==> config.mk <==
export PLATFORM = sky130hd
export DESIGN_NAME = xsecure_lfsr_ctrl
export DESIGN_NICKNAME = d
export VERILOG_FILES = /design/src/rtl/xsecure_lfsr_ctrl_pkg.sv /design/src/rtl/xsecure_lfsr_ctrl_unit.sv /design/src/rtl/xsecure_lfsr_ctrl.sv
export SDC_FILE = /design/constraint.sdc
export NUM_CORES = 1
export LEC_CHECK = 0
export CORE_ASPECT_RATIO = 0.5
export CORE_MARGIN = 4
export CORE_UTILIZATION = 45
export DETAILED_ROUTE_END_ITERATION = 16
export DONT_BUFFER_PORTS = 1
export GPL_ROUTABILITY_DRIVEN = 0
export PLACE_DENSITY = 0.69
export SLEW_MARGIN = 20
export SYNTH_ARGS = -nofsm -noshare
export SYNTH_HDL_FRONTEND = slang
export SYNTH_SLANG_ARGS = --single-unit
==> constraint.sdc <==
create_clock -name clk -period 3.3 [get_ports clk]
set_input_delay 0.495 -clock clk [delete_from_list [all_inputs] [get_ports clk]]
set_output_delay 0.495 -clock clk [all_outputs]
set_load 0.02 [all_outputs]
==> src/rtl/xsecure_lfsr_ctrl_pkg.sv <==
// Shared configuration types, default constants and the Galois step helper
// for the security LFSR controller.
package xsecure_lfsr_ctrl_pkg;

    typedef struct packed {
        logic [31:0] seed;
        logic [31:0] taps;
    } lfsr_cfg_t;

    localparam logic [31:0] LFSR0_SEED_DEFAULT = 32'hACE1_3579;
    localparam logic [31:0] LFSR1_SEED_DEFAULT = 32'h5A5A_C3E7;
    localparam logic [31:0] LFSR2_SEED_DEFAULT = 32'h1F2E_3D4C;
    localparam logic [31:0] LFSR_TAPS_DEFAULT  = 32'h8020_0003;

    localparam lfsr_cfg_t LFSR_CFG_DEFAULT = '{seed: LFSR0_SEED_DEFAULT, taps: LFSR_TAPS_DEFAULT};

    // One Galois step: shift right, fold the taps in when a one falls out.
    function automatic logic [31:0] lfsr_step(input logic [31:0] q, input logic [31:0] taps);
        lfsr_step = {1'b0, q[31:1]} ^ (q[0] ? taps : 32'h0000_0000);
    endfunction

endpackage

==> src/rtl/xsecure_lfsr_ctrl_unit.sv <==
// Single 32-bit Galois LFSR with seed load, advance and all-zero recovery.
// The unregistered lockup condition is exported so the parent can register its alert.
module xsecure_lfsr_unit
    import xsecure_lfsr_ctrl_pkg::*;
#(
    parameter lfsr_cfg_t CFG = LFSR_CFG_DEFAULT
) (
    input  logic        clk,
    input  logic        rst,
    input  logic        seed_we,
    input  logic [31:0] seed_wdata,
    input  logic        shift,
    output logic [31:0] lfsr_q,
    output logic        lockup,
    output logic        lockup_cond
);

    logic [31:0] cand_s;
    logic        zero_s;
    logic [31:0] lfsr_r;
    logic        lockup_r;

    // Candidate next state: a seed write overrides a same-cycle shift.
    always_comb begin
        cand_s = lfsr_r;
        if (seed_we) begin
            cand_s = seed_wdata;
        end else if (shift) begin
            cand_s = lfsr_step(lfsr_r, CFG.taps);
        end else begin
            cand_s = lfsr_r;
        end
    end

    // Checked every cycle so a corrupted held zero also recovers.
    assign zero_s = (cand_s == 32'h0000_0000);

    // State and lockup pulse registers.
    always_ff @(posedge clk or posedge rst) begin
        if (rst) begin
            lfsr_r   <= CFG.seed;
            lockup_r <= 1'b0;
        end else begin
            lfsr_r   <= zero_s ? CFG.seed : cand_s;
            lockup_r <= zero_s;
        end
    end

    assign lfsr_q      = lfsr_r;
    assign lockup      = lockup_r;
    assign lockup_cond = zero_s;

endmodule

==> src/rtl/xsecure_lfsr_ctrl.sv <==
// Owns the three security LFSRs and produces the dummy-instruction counter
// reset pulse plus the minor alert raised on lockup recovery.
module xsecure_lfsr_ctrl
    import xsecure_lfsr_ctrl_pkg::*;
#(
    parameter logic [31:0] LFSR0_SEED = LFSR0_SEED_DEFAULT,
    parameter logic [31:0] LFSR1_SEED = LFSR1_SEED_DEFAULT,
    parameter logic [31:0] LFSR2_SEED = LFSR2_SEED_DEFAULT,
    parameter logic [31:0] LFSR_TAPS  = LFSR_TAPS_DEFAULT
) (
    input  logic        clk,
    input  logic        rst,
    input  logic [2:0]  seed_we_i,
    input  logic [31:0] seed_wdata_i,
    input  logic [2:0]  shift_i,
    input  logic        cpuctrl_we_i,
    output logic [31:0] lfsr0_o,
    output logic [31:0] lfsr1_o,
    output logic [31:0] lfsr2_o,
    output logic        cntrst_o,
    output logic [2:0]  lockup_o,
    output logic        alert_minor_o
);

    localparam lfsr_cfg_t LFSR0_CFG = '{seed: LFSR0_SEED, taps: LFSR_TAPS};
    localparam lfsr_cfg_t LFSR1_CFG = '{seed: LFSR1_SEED, taps: LFSR_TAPS};
    localparam lfsr_cfg_t LFSR2_CFG = '{seed: LFSR2_SEED, taps: LFSR_TAPS};

    logic [2:0] lockup_cond_s;
    logic       cntrst_r;
    logic       alert_minor_r;

    xsecure_lfsr_unit #(.CFG(LFSR0_CFG)) u_lfsr0 (
        .clk         (clk),
        .rst         (rst),
        .seed_we     (seed_we_i[0]),
        .seed_wdata  (seed_wdata_i),
        .shift       (shift_i[0]),
        .lfsr_q      (lfsr0_o),
        .lockup      (lockup_o[0]),
        .lockup_cond (lockup_cond_s[0])
    );

    xsecure_lfsr_unit #(.CFG(LFSR1_CFG)) u_lfsr1 (
        .clk         (clk),
        .rst         (rst),
        .seed_we     (seed_we_i[1]),
        .seed_wdata  (seed_wdata_i),
        .shift       (shift_i[1]),
        .lfsr_q      (lfsr1_o),
        .lockup      (lockup_o[1]),
        .lockup_cond (lockup_cond_s[1])
    );

    xsecure_lfsr_unit #(.CFG(LFSR2_CFG)) u_lfsr2 (
        .clk         (clk),
        .rst         (rst),
        .seed_we     (seed_we_i[2]),
        .seed_wdata  (seed_wdata_i),
        .shift       (shift_i[2]),
        .lfsr_q      (lfsr2_o),
        .lockup      (lockup_o[2]),
        .lockup_cond (lockup_cond_s[2])
    );

    // Counter-reset pulse and alert, registered so they align with lockup_o.
    always_ff @(posedge clk or posedge rst) begin
        if (rst) begin
            cntrst_r      <= 1'b0;
            alert_minor_r <= 1'b0;
        end else begin
            cntrst_r      <= seed_we_i[0] | cpuctrl_we_i;
            alert_minor_r <= |lockup_cond_s;
        end
    end

    assign cntrst_o      = cntrst_r;
    assign alert_minor_o = alert_minor_r;

endmodule

After elaboration in Yosys (flattened, before gate mapping)
Index checks and enable logic that the tools add are counted.
{"block": "word_totals", "input_bits": 41, "regBits": 101, "elab_cells": 28, "output_inout_bits": 101}
{"block": "op_classes", "n_reduce_logical": 4, "n_mux": 12, "bitwise": 4}
{"op": "2-to-1 mux 32 bit", "n": 12}
{"op": "zero test 32 bit", "n": 3}
{"op": "XOR 31 x 32 -> 32 bit", "n": 3}
{"op": "OR reduction 3 bit", "n": 1}
{"op": "OR 1 bit", "n": 1}

Depth between registers and ports, before layout
{"block": "depth", "word_depth": 6, "mapped_depth": 11, "ltp_nobuf": 6}

Cells and area by module
From an unflattened synthesis, not the netlist that was laid out.
{"block": "unflattened", "hier_cells": 494, "area_unflattened_um2": 5460.2}
{"mod": "xsecure_lfsr_unit at u_lfsr0", "area_per_inst_um2": 1809.2, "instances": 1, "seq_area_each_um2": 847.1, "cells_per_inst": 166}
{"mod": "xsecure_lfsr_unit at u_lfsr1", "area_per_inst_um2": 1806.7, "instances": 1, "seq_area_each_um2": 848.3, "cells_per_inst": 161}
{"mod": "xsecure_lfsr_unit at u_lfsr2", "area_per_inst_um2": 1778.0, "instances": 1, "seq_area_each_um2": 847.1, "cells_per_inst": 162}
{"mod": "xsecure_lfsr_ctrl", "area_per_inst_um2": 66.3, "instances": 1, "seq_area_each_um2": 50.0, "cells_per_inst": 5}

Worst setup path after synthesis
No wires, ideal clock.
{"block": "synth_path", "path_kind": "input-to-reg", "from": "input seed_we_i[0]", "to": "register u_lfsr0.lfsr_r[29], in the netlist u_lfsr0.lfsr_q[29]", "arrival_ps": 2171, "setup_ps": 61, "path_buffers": 3, "setup_slack_ps": 1068, "path_stages": 8, "required_ps": 3239, "path_cell_list": "buf_4 -> clkbuf_1 -> mux2i_1 -> nand4_1 -> nor4_2 -> nand4_2 -> buf_6 -> nand2_1"}
{"block": "synth_via", "elab_chain_cells": 3}
{"item": "from (decl)", "line_no": "xsecure_lfsr_ctrl.sv:13", "text": "input logic [2:0] seed_we_i,"}
{"item": "2-to-1 mux 32 bit (*)", "line_no": "xsecure_lfsr_ctrl_unit.sv:26", "text": "if (seed_we) begin"}
{"item": "zero test 32 bit", "line_no": "xsecure_lfsr_ctrl_unit.sv:36", "text": "assign zero_s = (cand_s == 32'h0000_0000);"}
{"item": "2-to-1 mux 32 bit (*)", "line_no": "xsecure_lfsr_ctrl_unit.sv:44", "text": "lfsr_r <= zero_s ? CFG.seed : cand_s;"}
{"item": "to (signal assigned)", "line_no": "xsecure_lfsr_ctrl_unit.sv:41", "text": "lfsr_r <= CFG.seed;"}
{"item": "to (signal assigned)", "line_no": "xsecure_lfsr_ctrl_unit.sv:44"}
{"item": "to (decl)", "line_no": "xsecure_lfsr_ctrl_unit.sv:20", "text": "logic [31:0] lfsr_r;"}
Mark *: on every way between the ends. The rest lies on a longest branch, timed or not.

Worst setup path after layout
{"block": "layout_path", "from": "register u_lfsr1.lfsr_r[0], in the netlist u_lfsr1.lfsr_q[0]", "to": "register u_lfsr1.lfsr_r[19], in the netlist u_lfsr1.lfsr_q[19]"}
{"block": "layout_via", "elab_chain_cells": 6}
{"item": "from (decl)", "line_no": "xsecure_lfsr_ctrl_unit.sv:20"}
{"item": "from (signal assigned)", "line_no": "xsecure_lfsr_ctrl_unit.sv:41"}
{"item": "from (signal assigned)", "line_no": "xsecure_lfsr_ctrl_unit.sv:44"}
{"item": "2-to-1 mux 32 bit", "line_no": "xsecure_lfsr_ctrl_pkg.sv:19", "text": "lfsr_step = {1'b0, q[31:1]} ^ (q[0] ? taps : 32'h0000_0000);"}
{"item": "XOR 31 x 32 -> 32 bit", "line_no": "xsecure_lfsr_ctrl_pkg.sv:19"}
{"item": "2-to-1 mux 32 bit (*)", "line_no": "xsecure_lfsr_ctrl_unit.sv:28", "text": "end else if (shift) begin"}
{"item": "2-to-1 mux 32 bit (*)", "line_no": "xsecure_lfsr_ctrl_unit.sv:26"}
{"item": "zero test 32 bit (*)", "line_no": "xsecure_lfsr_ctrl_unit.sv:36"}
{"item": "2-to-1 mux 32 bit (*)", "line_no": "xsecure_lfsr_ctrl_unit.sv:44"}
Marked as above.

==> key figures <==
Clock network
  – # clock sinks: 101
  – Post-CTS sizing: 0
  – Post-CTS Setup Bufs: 0
  – Clock Tree Buf Depth: 2
  – H-tree Lvls: 3
  – Clk pin slew, worst setup/hold paths: 0.07 ns
  – Clock Latency Late Sink: 0.35 ns
  – CTS tree: done
  – Cts hold-fix bufs: 0
  – TritonCTS Buffers: 9
  – Clock root buffer: clkbuf_16

Die
  – DIE WIDTH: 163.2 µm
  – Core Footprint: 11,810 µm²
  – Starting Density: 0.4593
  – # rows: 28
  – Chip height: 85.62 µm
  – Die ar.: 13,980 µm²
  – IO Pins: 142

Power and ir drop
  – Worst VDD drop: 270.5 µV
  – P_leak: 2.695 nW
  – Pwr dens: 590.6 nW/µm²

Worst setup path
  – RR Startpoint: u_lfsr1.lfsr_q[0]
  – Worst R2R Path Depth: 7
  – Crit-path cells: xor2_1 -> a221oi_1 -> o211ai_1 -> nor4_1 -> nand3_1 -> buf_4 -> nand2b_1
  – CP endpoint kind: register
  – Slowest-stage cell, CP: dfstp_2
  – Worst EP arrival: 2.76 ns
  – Crit path launch: u_lfsr1.lfsr_q[0]
  – CP Launch Type: register
  – WS Path Type: register to register
  – Reg2reg end: u_lfsr1.lfsr_q[19]
  – CP peak stage delay: 0.67 ns
  – FF-to-FF setup slack: 0.83 ns
  – Worst Path Required: 3.59 ns
  – Critical path peak fanout: 11
  – CP Capture Point: u_lfsr1.lfsr_q[19]

Place
  – Input/output buffers: 0
  – Placed inst area: 5408 µm²
  – Placed cells: 635
  – Final HPWL DP: 11.71 mm

STA
  – Setup TNS: 0 ns
  – Final clock skew: 0.007310 ns
  – Max-slew violation count: 0
  – Final Hold Viols: 0
  – Worst-Margin Slew: 0.7056 ns
  – RSZ-0062 raised after global routing: false
  – Final period util: 0.7489
  – Endpoints failing setup: 0
  – Slew HR: 0.5296
  – Fmax: 0.4046 GHz
  – Tmin final: 2.471 ns
  – Worst hold slack after final layout: 0.1330 ns

Final layout
  – Fin area: 5742 µm²
  – Antenna diodes: 0
  – Nets: 522
  – Final non-filler cell total: 651
  – Layout cell share with drive strength beyond 1: 0.2449
  – Area delta synth->final: 5.884%

Synth
  – Ranking of synthesized cells by area: dfstp_2 25%, dfrtp_1 23%, mux2i_1 17%
  – #FFs+latches synth: 101
  – Number of synthesized flops with an enable pin: 0
  – Synth cell types: 43
  – Post-synthesis sequential area ratio: 0.4781
  – Yosys warns: 0
  – Synth Flop Type: dfstp_2
  – Net Count, Synth: 544
  – Post-Syn Area: 5423 µm²
  – Post-synth ARST share: 1.000
  – Largest area contributor in the netlist: dfstp_2
  – Mean post-synth cell area: 10.78 µm²
  – Most common cell in the netlist: nand2_1
  – Yosys top cell area share: 0.2520
  – Synth top cells by count: 101 x nand2_1, 91 x mux2i_1, 52 x dfstp_2
  – Post-Syn Instances: 503

Detailed routing
  – Residual DRC count: 0
  – Initial drt markers: 336
  – Detailed Route WL: 15.90 mm
  – Via Count: 3,684
  – Routed Antenna Nets: 0
  – Wirelength per Cell: 24.43 µm
  – Vias per Instance: 5.659
  – Pre-Repair DR Iteration Count: 5

Run
  – Max cap viols: 0

GRT
  – GRT overflow: 0
  – First-pass GRT wire length: 23.66 mm
  – Total GRT Usage: 0.2285
  – Vias in the first global route: 3,652
  – Initial antenna violation count: 0
  – Largest net degree at the start of global routing: 55

Run status
  – Status: finished, final reports clean

Min path
  – Worst Hold Class: input port to asynchronous set/reset pin
through the flow:
step | utilization | total power [mW] | setup slack, ns
after floorplan | - | 2.140 | 0.2439
after global placement | 0.4580 | 2.214 | 0.8128
after detailed placement | 0.4580 | 2.225 | 0.8337
after CTS | 0.4863 | 3.409 | 0.8212
after global routing | 0.4863 | 3.527 | 0.6920
final | 0.4863 | 3.391 | 0.8286
cell type report:
type	count	area (µm²)
Fill cell	1096	6065
Tap cell	165	206.4
Timing Repair Buffer	2	27.53
Inverter	19	73.82
Clock buffer	10	239.0
Sequential cell	101	2592
Clock inverter	6	95.09
Multi-Input combinational cell	348	2507
placed cells by master, fill, tap and decap left out, types with 5 or more instances in the layout:
| cell type | netlist | routed |
|---|---|---|
| nand2_1 | 101 | 101 |
| mux2i_1 | 91 | 91 |
| dfstp_2 | 52 | 52 |
| dfrtp_1 | 49 | 49 |
| mux2_2 | 41 | 41 |
| o21ai_0 | 33 | 33 |
| inv_1 | 18 | 17 |
| o21a_1 | 15 | 15 |
| nand4_1 | 9 | 9 |
| clkbuf_16 | 0 | 9 |
| nor4_1 | 6 | 6 |
| nand2b_1 | 6 | 6 |
| nor2_1 | 5 | 5 |
| xor2_1 | 5 | 5 |
worst min path at each step:
stage	from	end	slack (ns)
final	rst	u_lfsr2.lockup	0.13
after global routing	rst	u_lfsr2.lfsr_q[14]	0.18
after CTS	rst	u_lfsr2.lfsr_q[16]	0.16
after detailed placement	rst	u_lfsr2.lockup	0.53
after global placement	rst	u_lfsr2.lfsr_q[29]	0.52
after floorplan	cpuctrl_we_i	cntrst_o	0.60
state kept, by name (all words and copies together) (netlist names):
name	cells
u_lfsr0.lfsr_q	32
u_lfsr1.lfsr_q	32
u_lfsr2.lfsr_q	32
alert_minor_o	1
cntrst_o	1
u_lfsr0.lockup	1
u_lfsr1.lockup	1
u_lfsr2.lockup	1
cell families after synthesis:
family                 count (synthesis)  synth area share
AO/OA/AOI/OAI                         60           0.06715
XOR/XNOR                               8           0.01292
buffers and inverters                 54           0.05953
flip-flops                           101            0.4781
multiplexers                         132            0.2531
AND/OR/NAND/NOR                      148            0.1292
report_power, final:
part | switching [mW] | internal (mW)
sequential | 0.341 | 1.44
clock | 0.496 | 0.692
combinational | 0.200 | 0.219
worst max-delay path: cells and delay by family (launching register included):
kind | cells | cell delay (ns)
AOI/OAI and AO/OA | 2 | 0.51
xor gates and xnor gates | 1 | 0.10
buffers and inverters | 1 | 0.34
DFF | 1 | 0.67
and+or+nand+nor | 3 | 0.78
per-layer routing:
layer / global-route usage / part of all wire
met4: 0.03349 / 0.0043
met5: 0 / 0
met1: 0.3130 / 0.44
met2: 0.3515 / 0.46
met3: 0.09361 / 0.10
Note: power is estimated with default switching activity, not from simulation.
